## src/rtl/processor_pkg.sv

```systemverilog
// processor_pkg: shared widths and the fetch sequencer state type.
package processor_pkg;

    localparam int PC_W   = 10;  // program counter width
    localparam int INST_W = 9;   // {TypeBit, OP, reg}
    localparam int KEY_W  = 5;   // branch lookup-table key width

    typedef enum logic [1:0] {
        IDLE   = 2'd0,
        FETCH  = 2'd1,
        ISSUE  = 2'd2,
        HALTED = 2'd3
    } fetch_state_t;

endpackage

```

## src/rtl/fetch_unit_if.sv

```systemverilog
// fetch_unit_if: control, ROM and decoder signals between the fetch unit
// (master) and its surrounding datapath/ROM/decoder (slave).
interface fetch_unit_if #(
    parameter int PC_W = processor_pkg::PC_W
) ();

    logic                              Start;
    logic                              Halt;
    logic                              LookUp;
    logic                              BranchSense;
    logic                              AccNonZero;
    logic [PC_W-1:0]                   InstAddr;
    logic [processor_pkg::INST_W-1:0]  RomData;
    logic [processor_pkg::INST_W-1:0]  Instruction;
    logic                              InstValid;
    logic                              Done;
    logic [15:0]                       InstCount;

    modport master (
        input  Start, Halt, LookUp, BranchSense, AccNonZero, RomData,
        output InstAddr, Instruction, InstValid, Done, InstCount
    );

    modport slave (
        output Start, Halt, LookUp, BranchSense, AccNonZero, RomData,
        input  InstAddr, Instruction, InstValid, Done, InstCount
    );

endinterface

```

## src/rtl/branch_lut.sv

```systemverilog
// branch_lut: 2^KEY_W-entry branch target table with a combinational read.
// Contents come from the packed LUT_INIT parameter (entry k at bits
// [k*PC_W +: PC_W]), which carries the branch_lut.hex image.
module branch_lut #(
  parameter int                          PC_W     = processor_pkg::PC_W,
  parameter int                          KEY_W    = processor_pkg::KEY_W,
  parameter string                       LUT_FILE = "branch_lut.hex",
  parameter logic [(2**KEY_W)*PC_W-1:0]  LUT_INIT = '0
) (
  input  logic [KEY_W-1:0] key_i,
  output logic [PC_W-1:0]  value_o
);

  localparam int DEPTH = 2**KEY_W;

  logic [PC_W-1:0] lut_mem [DEPTH];

  // NOTE: the table is a ROM image; it is loaded, never reset or written by logic.
  initial begin
    for (int i = 0; i < DEPTH; i++) begin
      lut_mem[i] = LUT_INIT[i*PC_W +: PC_W];
    end
  end

  assign value_o = lut_mem[key_i];

endmodule

```

## src/rtl/fetch_unit.sv

```systemverilog
// fetch_unit: two-cycle instruction sequencer (FETCH latches ROM data, ISSUE
// presents it and picks the next PC: halt, table branch or PC+1).
// Build option: define BRANCH_REL_EN to treat table entries as signed PC
// offsets; otherwise entries are absolute target PCs.
module fetch_unit
    import processor_pkg::fetch_state_t, processor_pkg::INST_W,
           processor_pkg::IDLE, processor_pkg::FETCH,
           processor_pkg::ISSUE, processor_pkg::HALTED;
#(
    parameter int                          PC_W     = processor_pkg::PC_W,
    parameter int                          KEY_W    = processor_pkg::KEY_W,
    parameter string                       LUT_FILE = "branch_lut.hex",
    parameter logic [(2**KEY_W)*PC_W-1:0]  LUT_INIT = '0
) (
    input  logic         Clk,
    input  logic         Reset,
    fetch_unit_if.master bus
);

    localparam logic [15:0] COUNT_MAX = 16'hFFFF;

    fetch_state_t        state_q;
    logic [PC_W-1:0]     pc_q;
    logic [INST_W-1:0]   inst_q;
    logic                valid_q;
    logic                done_q;
    logic [15:0]         count_q;

    logic [PC_W-1:0]     lut_value;
    logic [PC_W-1:0]     branch_target;
    logic                take_branch;
    logic [PC_W-1:0]     pc_next_d;

    branch_lut #(
        .PC_W     (PC_W),
        .KEY_W    (KEY_W),
        .LUT_FILE (LUT_FILE),
        .LUT_INIT (LUT_INIT)
    ) u_lut (
        .key_i   (inst_q[KEY_W-1:0]),
        .value_o (lut_value)
    );

    // PC to fetch after a non-halting issue: taken branch target or PC+1 (wraps).
    always_comb begin
        take_branch = bus.LookUp && (bus.AccNonZero == bus.BranchSense);
`ifdef BRANCH_REL_EN
        // Unsigned add modulo 2^PC_W is the same as adding the signed offset.
        branch_target = pc_q + lut_value;
`else
        branch_target = lut_value;
`endif
        pc_next_d = take_branch ? branch_target : pc_q + PC_W'(1);
    end

    // Sequencer FSM with registered outputs; synchronous active-low reset wins over everything.
    always_ff @(posedge Clk) begin
        // NOTE: all state here uses non-blocking assignments so every register sees pre-edge values.
        if (!Reset) begin
            state_q <= IDLE;
            pc_q    <= '0;
            inst_q  <= '0;
            valid_q <= 1'b0;
            done_q  <= 1'b0;
            count_q <= '0;
        end else begin
            valid_q <= 1'b0;
            case (state_q)
                IDLE, HALTED: begin
                    if (bus.Start) begin
                        state_q <= FETCH;
                        pc_q    <= '0;
                        count_q <= '0;
                        done_q  <= 1'b0;
                    end
                end
                FETCH: begin
                    inst_q  <= bus.RomData;
                    valid_q <= 1'b1;
                    state_q <= ISSUE;
                end
                ISSUE: begin
                    if (count_q != COUNT_MAX) begin
                        count_q <= count_q + 16'd1;
                    end
                    if (bus.Halt) begin
                        state_q <= HALTED;
                        done_q  <= 1'b1;
                    end else begin
                        state_q <= FETCH;
                        pc_q    <= pc_next_d;
                    end
                end
                default: state_q <= IDLE;
            endcase
        end
    end

    assign bus.InstAddr    = pc_q;
    assign bus.Instruction = inst_q;
    assign bus.InstValid   = valid_q;
    assign bus.Done        = done_q;
    assign bus.InstCount   = count_q;

endmodule

```

## src/flat_wrapper.sv

```systemverilog
// flat-port wrapper written by rule: the top's interface ports become plain ports
module fetch_unit_flat import processor_pkg::fetch_state_t, processor_pkg::INST_W,
           processor_pkg::IDLE, processor_pkg::FETCH,
           processor_pkg::ISSUE, processor_pkg::HALTED;
#(
    parameter int                          PC_W     = processor_pkg::PC_W,
    parameter int                          KEY_W    = processor_pkg::KEY_W,
    parameter string                       LUT_FILE = "              ",
    parameter logic [(2**KEY_W)*PC_W-1:0]  LUT_INIT = '0
)
  (Clk, Reset, bus_Start, bus_Halt, bus_LookUp, bus_BranchSense, bus_AccNonZero, bus_RomData, bus_InstAddr, bus_Instruction, bus_InstValid, bus_Done, bus_InstCount);
  fetch_unit_if #(.PC_W(PC_W)) bus_i ();
  input  logic Clk;
  input  logic Reset;
  input wire logic [$bits(bus_i.Start)-1:0] bus_Start;
  input wire logic [$bits(bus_i.Halt)-1:0] bus_Halt;
  input wire logic [$bits(bus_i.LookUp)-1:0] bus_LookUp;
  input wire logic [$bits(bus_i.BranchSense)-1:0] bus_BranchSense;
  input wire logic [$bits(bus_i.AccNonZero)-1:0] bus_AccNonZero;
  input wire logic [$bits(bus_i.RomData)-1:0] bus_RomData;
  output wire logic [$bits(bus_i.InstAddr)-1:0] bus_InstAddr;
  output wire logic [$bits(bus_i.Instruction)-1:0] bus_Instruction;
  output wire logic [$bits(bus_i.InstValid)-1:0] bus_InstValid;
  output wire logic [$bits(bus_i.Done)-1:0] bus_Done;
  output wire logic [$bits(bus_i.InstCount)-1:0] bus_InstCount;
  assign bus_i.Start = bus_Start;
  assign bus_i.Halt = bus_Halt;
  assign bus_i.LookUp = bus_LookUp;
  assign bus_i.BranchSense = bus_BranchSense;
  assign bus_i.AccNonZero = bus_AccNonZero;
  assign bus_i.RomData = bus_RomData;
  assign bus_InstAddr = bus_i.InstAddr;
  assign bus_Instruction = bus_i.Instruction;
  assign bus_InstValid = bus_i.InstValid;
  assign bus_Done = bus_i.Done;
  assign bus_InstCount = bus_i.InstCount;
  fetch_unit #(.PC_W(PC_W), .KEY_W(KEY_W), .LUT_FILE(LUT_FILE), .LUT_INIT(LUT_INIT)) u_core (.Clk(Clk), .Reset(Reset), .bus(bus_i));
endmodule
```

## config.mk

```make
export PLATFORM = sky130hd
export DESIGN_NAME = fetch_unit_flat
export DESIGN_NICKNAME = d
export VERILOG_FILES = /design/src/rtl/processor_pkg.sv /design/src/rtl/fetch_unit_if.sv /design/src/rtl/branch_lut.sv /design/src/rtl/fetch_unit.sv /design/src/flat_wrapper.sv
export SDC_FILE = /design/constraint.sdc
export NUM_CORES = 1
export LEC_CHECK = 0
export CORE_ASPECT_RATIO = 1.25
export CORE_UTILIZATION = 40
export DETAILED_ROUTE_END_ITERATION = 6
export PLACE_DENSITY = 0.69
export RECOVER_POWER = 50
export SYNTH_ARGS = -nofsm -noshare
export SYNTH_HDL_FRONTEND = slang
export SYNTH_HIERARCHICAL = 1
export SYNTH_SLANG_ARGS = --single-unit
```

## constraint.sdc

```tcl
create_clock -name Clk -period 1.85 [get_ports Clk]
set_clock_uncertainty 0.1 [all_clocks]
set_input_delay 0.2775 -clock Clk [delete_from_list [all_inputs] [get_ports Clk]]
set_output_delay 0.2775 -clock Clk [all_outputs]
set_load 0.02 [all_outputs]
```

==> results.py <==
metrics = {
    "cts": {
        "clockBufferDepth": 2,
        "cts_sinks": 39,
        "cts-root-buf": "clkbuf_8",
        "htreeDepth": 2,
        "hold_buffers": 0,
        "clock_latency_ps": 290,
        "cts.clk_slew.worst_paths_ps": 80,
        "tritoncts": "yes",
        "cts_buffers": 5,
    },
    "yosys": {
        "synth_edf_count": 0,
        "async_reset_ff_frac": 0,
        "synth_area_sq_mm": 0.002208,
        "yosys.area_share.simple": 0.2227,
        "synthXorXnorAreaFrac": 0.003966,
        "muxShareOfSynthArea": 0.06459,
        "synth_area_leaders": "dfxtp_1 35%, mux2i_1 5.4%, nand2_1 4.6%",
        "avgSynthCellArea_sq_um": 8.119,
        "syn-instance-count": 272,
        "synth_top_cell_by_area": "dfxtp_1",
        "synth_top_family_by_area": "compound AO/OA/AOI/OAI gates",
        "ys_ff_latch": 39,
        "synth_flop_cell": "dfxtp_1",
        "netlist-cell-type-count": 46,
        "synth_compound_area_frac": 0.2504,
        "synthAdderAreaFrac": 0.02266,
        "yosys_warnings": 6,
        "synth.yosys.seq_area_share": 0.3535,
        "synth_top_area_share": 0.3535,
    },
    "placed_design": {
        "gp_congestion": 0.8896,
        "dp_cells": 415,
        "place_ws_ps": -80.29,
        "io_buffer_count": 52,
        "dp_hpwl_microns": 4636,
    },
    "route": {
        "wl_met2_microns": 3295,
        "finalWirelength_microns": 6420,
        "num_vias": 2397,
        "drtIter0Drc": 162,
        "met3_length_microns": 248,
        "wl_met1_microns": 2738,
        "dr.max_layer_used": "met4",
        "avgViaCountPerCell": 5.667,
        "ant_nets": 0,
        "drc": 0,
        "wl_per_cell_microns": 15.18,
        "first_pass_iters": 4,
    },
    "setup_path": {
        "r2r-end": "u_core/bus.InstCount[8]",
        "r2r_cells": 7,
        "crit_path_max_fanout": 4,
        "worst-endpoint-required_ps": 1970,
        "ff2ff_setup_slack_ps": -5,
        "worstReg2RegStart": "u_core/state_q[0]",
        "cp_data_arrival_time_ps": 1970,
        "setup.worst_path.start": "u_core/state_q[0]",
        "crit_end": "u_core/bus.InstCount[8]",
        "critPathKind": "reg -> reg",
        "end_kind": "register",
        "critical_path.startpoint_type": "register",
    },
    "min_path": {
        "hp-class": "reg -> reg",
    },
    "layout": {
        "post_layout_nonfiller_instances": 423,
        "diodes": 0,
        "nFillCells": 475,
        "area_delta_synth_final_pct": 48.39,
        "layout.nets": 381,
        "drive_gt1_frac": 0.2410,
    },
    "grt": {
        "grt_usage": 0.2311,
        "grt_pass1_vias": 2233,
        "grt_max_degree": 17,
        "overflow": 0,
        "grt_pass1_wl_microns": 10270,
        "antenna_found_initial": 0,
    },
    "sta": {
        "finalHoldViolCount": 0,
        "setup_ws_ps": -5.079,
        "setup_viol": 1,
        "slew_violations": 0,
        "finalCriticalPeriod_ps": 1855,
        "fmax_mhz": 539.1,
        "fin_crit_sh": 1.003,
        "fin_setup_tns_ps": -5.079,
    },
    "floorplanning": {
        "die_area_sq_mm": 0.005824,
        "core_region_area_sq_mm": 0.005189,
        "row_count": 29,
        "die_h_microns": 85.08,
        "ioPinCount": 53,
        "start_util": 0.4256,
        "chipWidth_microns": 68.46,
    },
    "pwr": {
        "p_leak_nw": 1.197,
        "power_density_mw_per_mm2": 858.2,
        "ir_drop_uv": 523.7,
    },
    "flow_run": {
        "drv_cap": 0,
    },
    "outcome": {
        "status": "finished, violations left",
        "violations": "setup timing",
    },
}
## through the flow
step / hold WS (ps) / power (mW) / utilization / cell area [sq um]
after CTS: 398.5 / 2.821 / 0.6188 / 3211
final: 386.6 / 2.812 / 0.6315 / 3277
after global placement: 373.1 / 2.185 / 0.5975 / 3100
after floorplan: 324.7 / 1.658 / - / 2308
after global routing: 408.4 / 2.975 / 0.6315 / 3277
after detailed placement: 380.6 / 2.194 / 0.5975 / 3100
## power breakdown
group	internal (mW)	switching (mW)	total (mW)	leakage [nW]
logic	0.612	0.651	1.26	0.828
registers	0.916	0.0458	0.962	0.322
clock network	0.293	0.295	0.587	0.0470
## how the worst min path moves through the flow
stage,cells after the start,to,startpoint,slack [ps]
floorplan,2,u_core/bus.Instruction[8],bus_RomData[8],320
global placement,2,u_core/bus.Instruction[6],u_core/bus.Instruction[6],370
detailed placement,2,u_core/bus.Instruction[6],u_core/bus.Instruction[6],380
CTS,2,u_core/bus.Instruction[6],u_core/bus.Instruction[6],400
global route,2,u_core/bus.InstAddr[8],u_core/bus.InstAddr[8],410
finish,2,u_core/bus.Instruction[6],u_core/bus.Instruction[6],390
## worst max-delay path, cell delays in order, from the launching register on
cell and delay, ps:
dfxtp_2 330, inv_1 60, ha_4 250, clkbuf_1 120, nand2b_4 90, nand2_4 70, or4_1 540, a41oi_2 220
## layer usage
layer,vias up,global-route usage
met5,-,0
met3,12,0.03898
met2,72,0.3877
met1,1128,0.2841
met4,0,0.09280
li1,1185,-
## layout by cell type, fill, tap and decap left out, drive strengths merged, types with 12 or more instances in the layout
master         count
a21oi             16
buf               40
clkdlybuf4s50     31
dfxtp             39
dlygate4sd3       21
inv               14
mux2i             12
nand2             27
nand3             16
nor2              17
## synth_stat cells, types with 2 or more instances
library cell / n
a211oi_1: 6
nor4_1: 3
or2_2: 3
and2_1: 3
a31oi_1: 8
inv_1: 14
ha_1: 4
nand3_1: 14
and3_1: 5
a2111oi_0: 6
nand2_1: 27
o211ai_1: 5
o32ai_1: 2
o22ai_1: 7
buf_4: 10
a21oi_1: 16
nor2_1: 17
nand4_1: 6
nor3_1: 3
a211o_1: 2
nand3_2: 2
or3_1: 2
o31a_1: 3
mux2i_1: 12
a221oi_1: 6
nand2b_1: 5
buf_1: 3
or4_1: 4
clkbuf_1: 9
dfxtp_1: 39
a41oi_1: 3
mux2_2: 2
o21ai_0: 8
## sequential cells by signal, summed over array words and instances (netlist names)
| name | flops |
|---|---|
| u_core/bus.Done | 1 |
| u_core/bus.InstAddr | 10 |
| u_core/bus.InstCount | 16 |
| u_core/bus.InstValid | 1 |
| u_core/bus.Instruction | 9 |
| u_core/state_q | 2 |
## layout make-up
cell class	instances	area [sq um]	area share
Multi-Input combinational cell	205	1411	0.4307
Tap cell	62	77.57	0.02367
Clock buffer	6	82.58	0.02520
Timing Repair Buffer	96	848.3	0.2589
Clock inverter	1	5.005	0.001527
Sequential cell	39	799.5	0.2440
Inverter	14	52.55	0.01604
## cells by family (layout without fill, tap and decap cells)
| group | after synthesis | count (layout) |
|---|---|---|
| buffers and inverters | 37 | 117 |
| AOI/OAI and AO/OA | 79 | 79 |
| DFF | 39 | 39 |
| xor gates and xnor gates | 1 | 1 |
| adders and majority gates | 4 | 4 |
| and+or+nand+nor | 97 | 97 |
| other | 1 | 10 |
| muxes | 14 | 14 |
## repair_timing
item / in CTS / in global routing
gates resized for setup: 5 / 19
pin swaps: 0 / 0
setup buffers: 0 / 1
setup endpoints to repair: 16 / 24
Power figures use the tool's default switching activity.
